<file path="src/rtl/cable_launch_sequencer.sv">
// Cable/hook game-flow sequencer: swing, extend, weight-paced retract, deposit and cooldown.
// Build option: define CABLE_AUTO_FIRE_EN to auto-launch after an idle swing period (attract mode).
module cable_launch_sequencer #(
   parameter int MAX_EXTEND_FRAMES = 60,
   parameter int COOLDOWN_FRAMES   = 8,
   parameter int WEIGHT_W          = 3,
   parameter int VALUE_W           = 8,
   parameter int AUTO_FIRE_FRAMES  = 90
) (
   input  logic                clk,
   input  logic                resetN,
   input  logic                startOfFrame,
   input  logic                fire_btn,
   input  logic                isInCircular,
   input  logic                hit_object,
   input  logic                hit_border,
   input  logic [WEIGHT_W-1:0] object_weight,
   input  logic [VALUE_W-1:0]  object_value,
   output logic                launch_Cable,
   output logic                collision,
   output logic                frame_en,
   output logic                grabbed,
   output logic                deposit_pulse,
   output logic [VALUE_W-1:0]  deposit_value,
   output logic [2:0]          seq_state
);
   typedef enum logic [2:0] {
      SWING    = 3'd0,
      EXTEND   = 3'd1,
      RETRACT  = 3'd2,
      DEPOSIT  = 3'd3,
      COOLDOWN = 3'd4
   } state_t;

   // One frame counter is shared by every state and cleared on each state change.
   localparam int MAX_A   = (MAX_EXTEND_FRAMES > COOLDOWN_FRAMES) ? MAX_EXTEND_FRAMES : COOLDOWN_FRAMES;
   localparam int MAX_B   = (AUTO_FIRE_FRAMES > (1 << WEIGHT_W)) ? AUTO_FIRE_FRAMES : (1 << WEIGHT_W);
   localparam int CNT_MAX = (MAX_A > MAX_B) ? MAX_A : MAX_B;
   localparam int CNT_W   = $clog2(CNT_MAX + 1);
   localparam logic [CNT_W-1:0] EXT_LAST  = CNT_W'(MAX_EXTEND_FRAMES - 1);
   localparam logic [CNT_W-1:0] COOL_LAST = CNT_W'((COOLDOWN_FRAMES > 0) ? COOLDOWN_FRAMES - 1 : 0);
`ifdef CABLE_AUTO_FIRE_EN
   localparam logic [CNT_W-1:0] AUTO_LAST = CNT_W'(AUTO_FIRE_FRAMES - 1);
`endif

   state_t              state_reg, state_next;
   logic [CNT_W-1:0]    cnt_reg, cnt_next;
   logic [WEIGHT_W-1:0] weight_reg, weight_next;
   logic [VALUE_W-1:0]  value_reg, value_next;
   logic [VALUE_W-1:0]  deposit_value_reg, deposit_value_next;
   logic                fire_d_reg, circ_d_reg;
   logic                launch_reg, launch_next;
   logic                collision_reg, collision_next;
   logic                frame_en_reg, frame_en_next;
   logic                grabbed_reg, grabbed_next;
   logic                deposit_reg, deposit_next;
   logic                fire_rise, circ_rise;

   assign fire_rise = fire_btn & ~fire_d_reg;
   assign circ_rise = isInCircular & ~circ_d_reg;

   always_comb begin
      state_next         = state_reg;
      cnt_next           = cnt_reg;
      weight_next        = weight_reg;
      value_next         = value_reg;
      deposit_value_next = deposit_value_reg;
      grabbed_next       = grabbed_reg;
      launch_next        = 1'b0;
      collision_next     = 1'b0;
      frame_en_next      = 1'b0;
      deposit_next       = 1'b0;
      case (state_reg)
         SWING: begin
            frame_en_next = startOfFrame;
            if (fire_rise) begin
               cnt_next = '0;
               if (isInCircular) begin
                  launch_next = 1'b1;
                  state_next  = EXTEND;
               end
            end
`ifdef CABLE_AUTO_FIRE_EN
            else if (isInCircular && startOfFrame) begin
               if (cnt_reg == AUTO_LAST) begin
                  launch_next = 1'b1;
                  state_next  = EXTEND;
                  cnt_next    = '0;
               end else begin
                  cnt_next = cnt_reg + CNT_W'(1);
               end
            end
`endif
         end
         EXTEND: begin
            frame_en_next = startOfFrame;
            if (hit_object) begin
               collision_next = 1'b1;
               grabbed_next   = 1'b1;
               weight_next    = object_weight;
               value_next     = object_value;
               state_next     = RETRACT;
               cnt_next       = '0;
            end else if (hit_border || (startOfFrame && cnt_reg == EXT_LAST)) begin
               // An empty cable comes back at full speed.
               collision_next = 1'b1;
               grabbed_next   = 1'b0;
               weight_next    = '0;
               state_next     = RETRACT;
               cnt_next       = '0;
            end else if (startOfFrame) begin
               cnt_next = cnt_reg + CNT_W'(1);
            end
         end
         RETRACT: begin
            if (startOfFrame) begin
               if (cnt_reg == CNT_W'(weight_reg)) begin
                  frame_en_next = 1'b1;
                  cnt_next      = '0;
               end else begin
                  cnt_next = cnt_reg + CNT_W'(1);
               end
            end
            if (circ_rise) begin
               cnt_next = '0;
               if (grabbed_reg) begin
                  state_next         = DEPOSIT;
                  deposit_next       = 1'b1;
                  deposit_value_next = value_reg;
                  grabbed_next       = 1'b0;
               end else begin
                  state_next = COOLDOWN;
               end
            end
         end
         DEPOSIT: begin
            state_next = COOLDOWN;
            cnt_next   = '0;
         end
         COOLDOWN: begin
            frame_en_next = startOfFrame;
            if (COOLDOWN_FRAMES == 0) begin
               state_next = SWING;
               cnt_next   = '0;
            end else if (startOfFrame) begin
               if (cnt_reg == COOL_LAST) begin
                  state_next = SWING;
                  cnt_next   = '0;
               end else begin
                  cnt_next = cnt_reg + CNT_W'(1);
               end
            end
         end
         default: begin
            state_next = SWING;
            cnt_next   = '0;
         end
      endcase
   end

   always_ff @(posedge clk or negedge resetN) begin
      if (!resetN) begin
         state_reg         <= SWING;
         cnt_reg           <= '0;
         weight_reg        <= '0;
         value_reg         <= '0;
         deposit_value_reg <= '0;
         fire_d_reg        <= 1'b0;
         circ_d_reg        <= 1'b0;
         launch_reg        <= 1'b0;
         collision_reg     <= 1'b0;
         frame_en_reg      <= 1'b0;
         grabbed_reg       <= 1'b0;
         deposit_reg       <= 1'b0;
      end else begin
         state_reg         <= state_next;
         cnt_reg           <= cnt_next;
         weight_reg        <= weight_next;
         value_reg         <= value_next;
         deposit_value_reg <= deposit_value_next;
         fire_d_reg        <= fire_btn;
         circ_d_reg        <= isInCircular;
         launch_reg        <= launch_next;
         collision_reg     <= collision_next;
         frame_en_reg      <= frame_en_next;
         grabbed_reg       <= grabbed_next;
         deposit_reg       <= deposit_next;
      end
   end

   assign launch_Cable  = launch_reg;
   assign collision     = collision_reg;
   assign frame_en      = frame_en_reg;
   assign grabbed       = grabbed_reg;
   assign deposit_pulse = deposit_reg;
   assign deposit_value = deposit_value_reg;
   assign seq_state     = state_reg;

endmodule

</file>
<file path="config.mk">
export PLATFORM = sky130hd
export DESIGN_NAME = cable_launch_sequencer
export DESIGN_NICKNAME = d
export VERILOG_FILES = /design/src/rtl/cable_launch_sequencer.sv
export SDC_FILE = /design/constraint.sdc
export NUM_CORES = 1
export LEC_CHECK = 0
export BUFFER_PORTS_ARGS = -buffer_cell sky130_fd_sc_hd__buf_2
export CAP_MARGIN = 20
export CELL_PAD_IN_SITES_DETAIL_PLACEMENT = 1
export CELL_PAD_IN_SITES_GLOBAL_PLACEMENT = 1
export CORE_ASPECT_RATIO = 1.75
export CORE_MARGIN = 5
export CORE_UTILIZATION = 42
export CTS_BUF_LIST = sky130_fd_sc_hd__clkbuf_16
export DETAILED_ROUTE_END_ITERATION = 6
export PLACE_DENSITY = 0.79
export REMOVE_ABC_BUFFERS = 1
export SLEW_MARGIN = 15
export SYNTH_ARGS = -nofsm -noshare
export SYNTH_HDL_FRONTEND = slang
export SYNTH_SLANG_ARGS = --single-unit
</file>
<file path="constraint.sdc">
create_clock -name clk -period 2.4 [get_ports clk]
set_input_delay 0.12 -clock clk [delete_from_list [all_inputs] [get_ports clk]]
set_output_delay 0.12 -clock clk [all_outputs]
set_load 0.03 [all_outputs]
</file>
==> results.md <==
* Compound-cell area share of the yosys netlist at between 10% and 20%
* Switch share at 38.5%
* # diodes at 0
* Yosys warns at 0
* Worst setup path endpoint: cnt_reg[2]
* Share of cells above drive strength 1 at 29.4%
* Actual slew at the worst max-slew pin at roughly 800 ps
* Fin Hold WS at 58.0 ps
* Flops & latches, synth at 36
* CP Launch Point: cnt_reg[0]
* Peak VDD IR at 0.663 mV
* Worst hold path class: in -> reg
* Max-cap violations at 0
* CTS tree: built
* Comb power frac at about two fifths
* Critical Path End Type: flip-flop
* Max H-tree Level at 2
* CP Launch Type: flip-flop
* Initial core utilization at 43.1%
* Die H at 92.9 µm
* Row count at 30
* Synth Area in XOR/XNOR at ~1.6%
* Max Clock Skew at about 3 ps
* Cell taking the most area after synthesis: dfrtp_1
* Clock network fraction of design power at between 20% and 30%
* Tot Pwr at approximately 2.9 mW
* Crit Reg-Reg Endpoint: cnt_reg[2]
* Avg Cell Area, Syn at between 10 and 15 µm²
* Status: complete, no violations
* Top_reg_cell synth: dfrtp_1
* CP Class: reg -> reg
* Root buffer cell: clkbuf_16
* Final Slew Violations at 0
* Final Hold Viols at 0
* Main combinational cell family by area after synthesis: simple AND/OR/NAND/NOR gates
* Tmin final at roughly 2200 ps
* Slowest cell on the critical path: o31ai_4
* Routed wire length per instance at approximately 18 µm
* Max Freq at 464 MHz
* Unrepaired setup endpoints after global routing: no
* Delay of the slowest critical-path stage at about 450 ps
* CTS sink count at 36
* Synthesized cell area at roughly 1600 µm²
* Worst r2r src: cnt_reg[0]
* R2R cell count at 6
* Drt pass-1 iters at 4
* Post-synthesis mux area share at 6.37%
* Worst R2R Setup Slack at about 240 ps
* Area share of the largest cell type after synthesis at approximately 55%
* Final setup fails at 0
* Psw at between 1 and 1.5 mW
* Area grow syn2layout at 24.6%
* Adder-Cell Fraction of Synth Area at less than 1%
* WP data required at approximately 2600 ps
* Post-synth EDFFs at 0
* Part of the Yosys area used for sequential elements at approximately 55%
* All-Layer GR Usage at 17.7%
* Hold Crit Depth at 2
* Via count at between 1000 and 1500
* Synth Instances at around 150
* Worst path bufs/invs at 0
* Top-level port count at 34
* Top cells by count, synth: dfrtp_1 (36), nand2_1 (25), mux2_2 (8), a22o_1 (7)
* Top cells by area, synth: dfrtp_1 (55%), nand2_1 (5.7%), mux2_2 (5.5%)
* Post-Synth Simple-Gate Area at approximately 17%
* Die Span X at between 50 and 60 µm
* Skew-Pair Late Insertion Delay at 280 ps
* P_int at approximately 1.8 mW
* CTS Buf Count at 5
* Critical path arrival at about 2300 ps
* Slew Limit Headroom at 46.9%
* Final net count at between 200 and 250
* PortBufs at 33
* Core Util, Final at a little over half
* Critical path depth in cells at 6
* DRT Wirelength at approximately 4100 µm
* Detailed Route Iter0 Violations at 25
* GR Overflow Total at 0
* Maximum buffer depth of the clock tree at 2
* Largest net degree at the start of global routing at 37
* Worst hold path startpoint: object_weight[0]
* Setup TNS at 0 ps
* CP Max Fanout at 9
* RePlAce Congestion at 0.759
* DP HPWL at 3010 µm
* Vias in the first global route at 1536
* Distinct cell type count after synthesis at between 40 and 50
* Leakage at around 1.0 nW
* Fin crit share at 89.9%
* Initial antenna violation count at 0
* Die Area at approximately 5300 µm²
* Top-count cell post-synth: dfrtp_1
* DR vias/cell at between 5 and 6
* Family with the most delay on the worst path: compound AO/OA/AOI/OAI gates
* Power Dens Cells at between 1000 and 1500 nW/µm²
* Ys async rst share at 100%
* First-pass GRT wire length at a little over 7000 µm
* Routed Antenna Nets at 0
* Reg power frac at between 30% and 40%
* CORE AREA at between 3000 and 4000 µm²
* Worst path cell trace: ha_1 -> nand4_1 -> o211a_4 -> o31ai_4 -> o21ai_0 -> a21o_1
* DRC viols at 0
* Worst-path clk slew at ~60 ps
## kinds of logic after synthesis
family / after synthesis
and+or+nand+nor: 55
DFF: 36
AOI/OAI and AO/OA: 32
buffers and inverters: 11
muxes: 9
xor gates and xnor gates: 3
adders and majority gates: 1
## layout make-up
class                           instances  area [µm²]
Clock inverter                          3        46.3
Tap cell                               48        60.1
Timing Repair Buffer                   36         195
Multi-Input combinational cell        100         701
Inverter                                7        26.3
Fill cell                             436        1770
Sequential cell                        36         901
Clock buffer                            5         125
## routing by layer
layer | wire length (µm) | track usage (%)
met1 | 1500 | 18.0
met4 | 106 | 7.93
met2 | 2290 | 32.5
met5 | 0 | 0
met3 | 222 | 4.74
## power by group through the flow
stage | combinational, mW | clock, mW | sequential (mW)
floorplan | 0.585 | 0 | 1.18
global placement | 1.03 | 0 | 0.988
detailed placement | 1.09 | 0 | 1.01
CTS | 1.11 | 0.767 | 1.01
global route | 1.21 | 0.799 | 1.05
finish | 1.09 | 0.749 | 1.01
## worst reg2reg max path, cell delays in order (launching register included)
cell and delay, ps:
dfrtp_1 400, ha_1 260, nand4_1 210, o211a_4 340, o31ai_4 460, o21ai_0 180, a21o_1 220
## through the flow
step                      setup WS (ps)  instances  area [µm²]
final                               243        235        2050
after global routing               58.6        235        2050
after CTS                          86.9        235        2050
after detailed placement            217        224        1850
after global placement              330        224        1850
after floorplan                     291        143        1620
## cell usage in the layout (no fill, tap or decap), types with 2 or more instances in the layout
master	n
nand4_1	2
nand2_1	25
a211o_1	3
nor3b_1	3
o21ai_1	4
clkbuf_16	5
nor4_1	2
or3b_1	2
inv_1	6
a21o_1	3
and3_1	2
xnor2_1	3
nor2b_1	3
dfrtp_1	36
o21ai_0	3
mux2_2	8
a22o_1	7
buf_2	33
o21a_1	2
nor2_1	6
dlygate4sd3_1	3
nor3_1	3
## worst min path at each step
stage	to	slack [ps]
after floorplan	circ_d_reg	-180
after global placement	frame_en	240
after detailed placement	fire_d_reg	250
final	weight_reg[0]	60
after global routing	value_reg[0]	70
after CTS	weight_reg[0]	50
## what timing repair did
| action | CTS | global route |
|---|---|---|
| buffers inserted | 0 | 0 |
| endpoints found under the hold margin | 38 | 0 |
| resized for setup | 0 | 1 |
| hold buffers | 3 | 0 |
| endpoints found under the setup margin | 0 | 8 |
(Power assumes the default switching activity.)
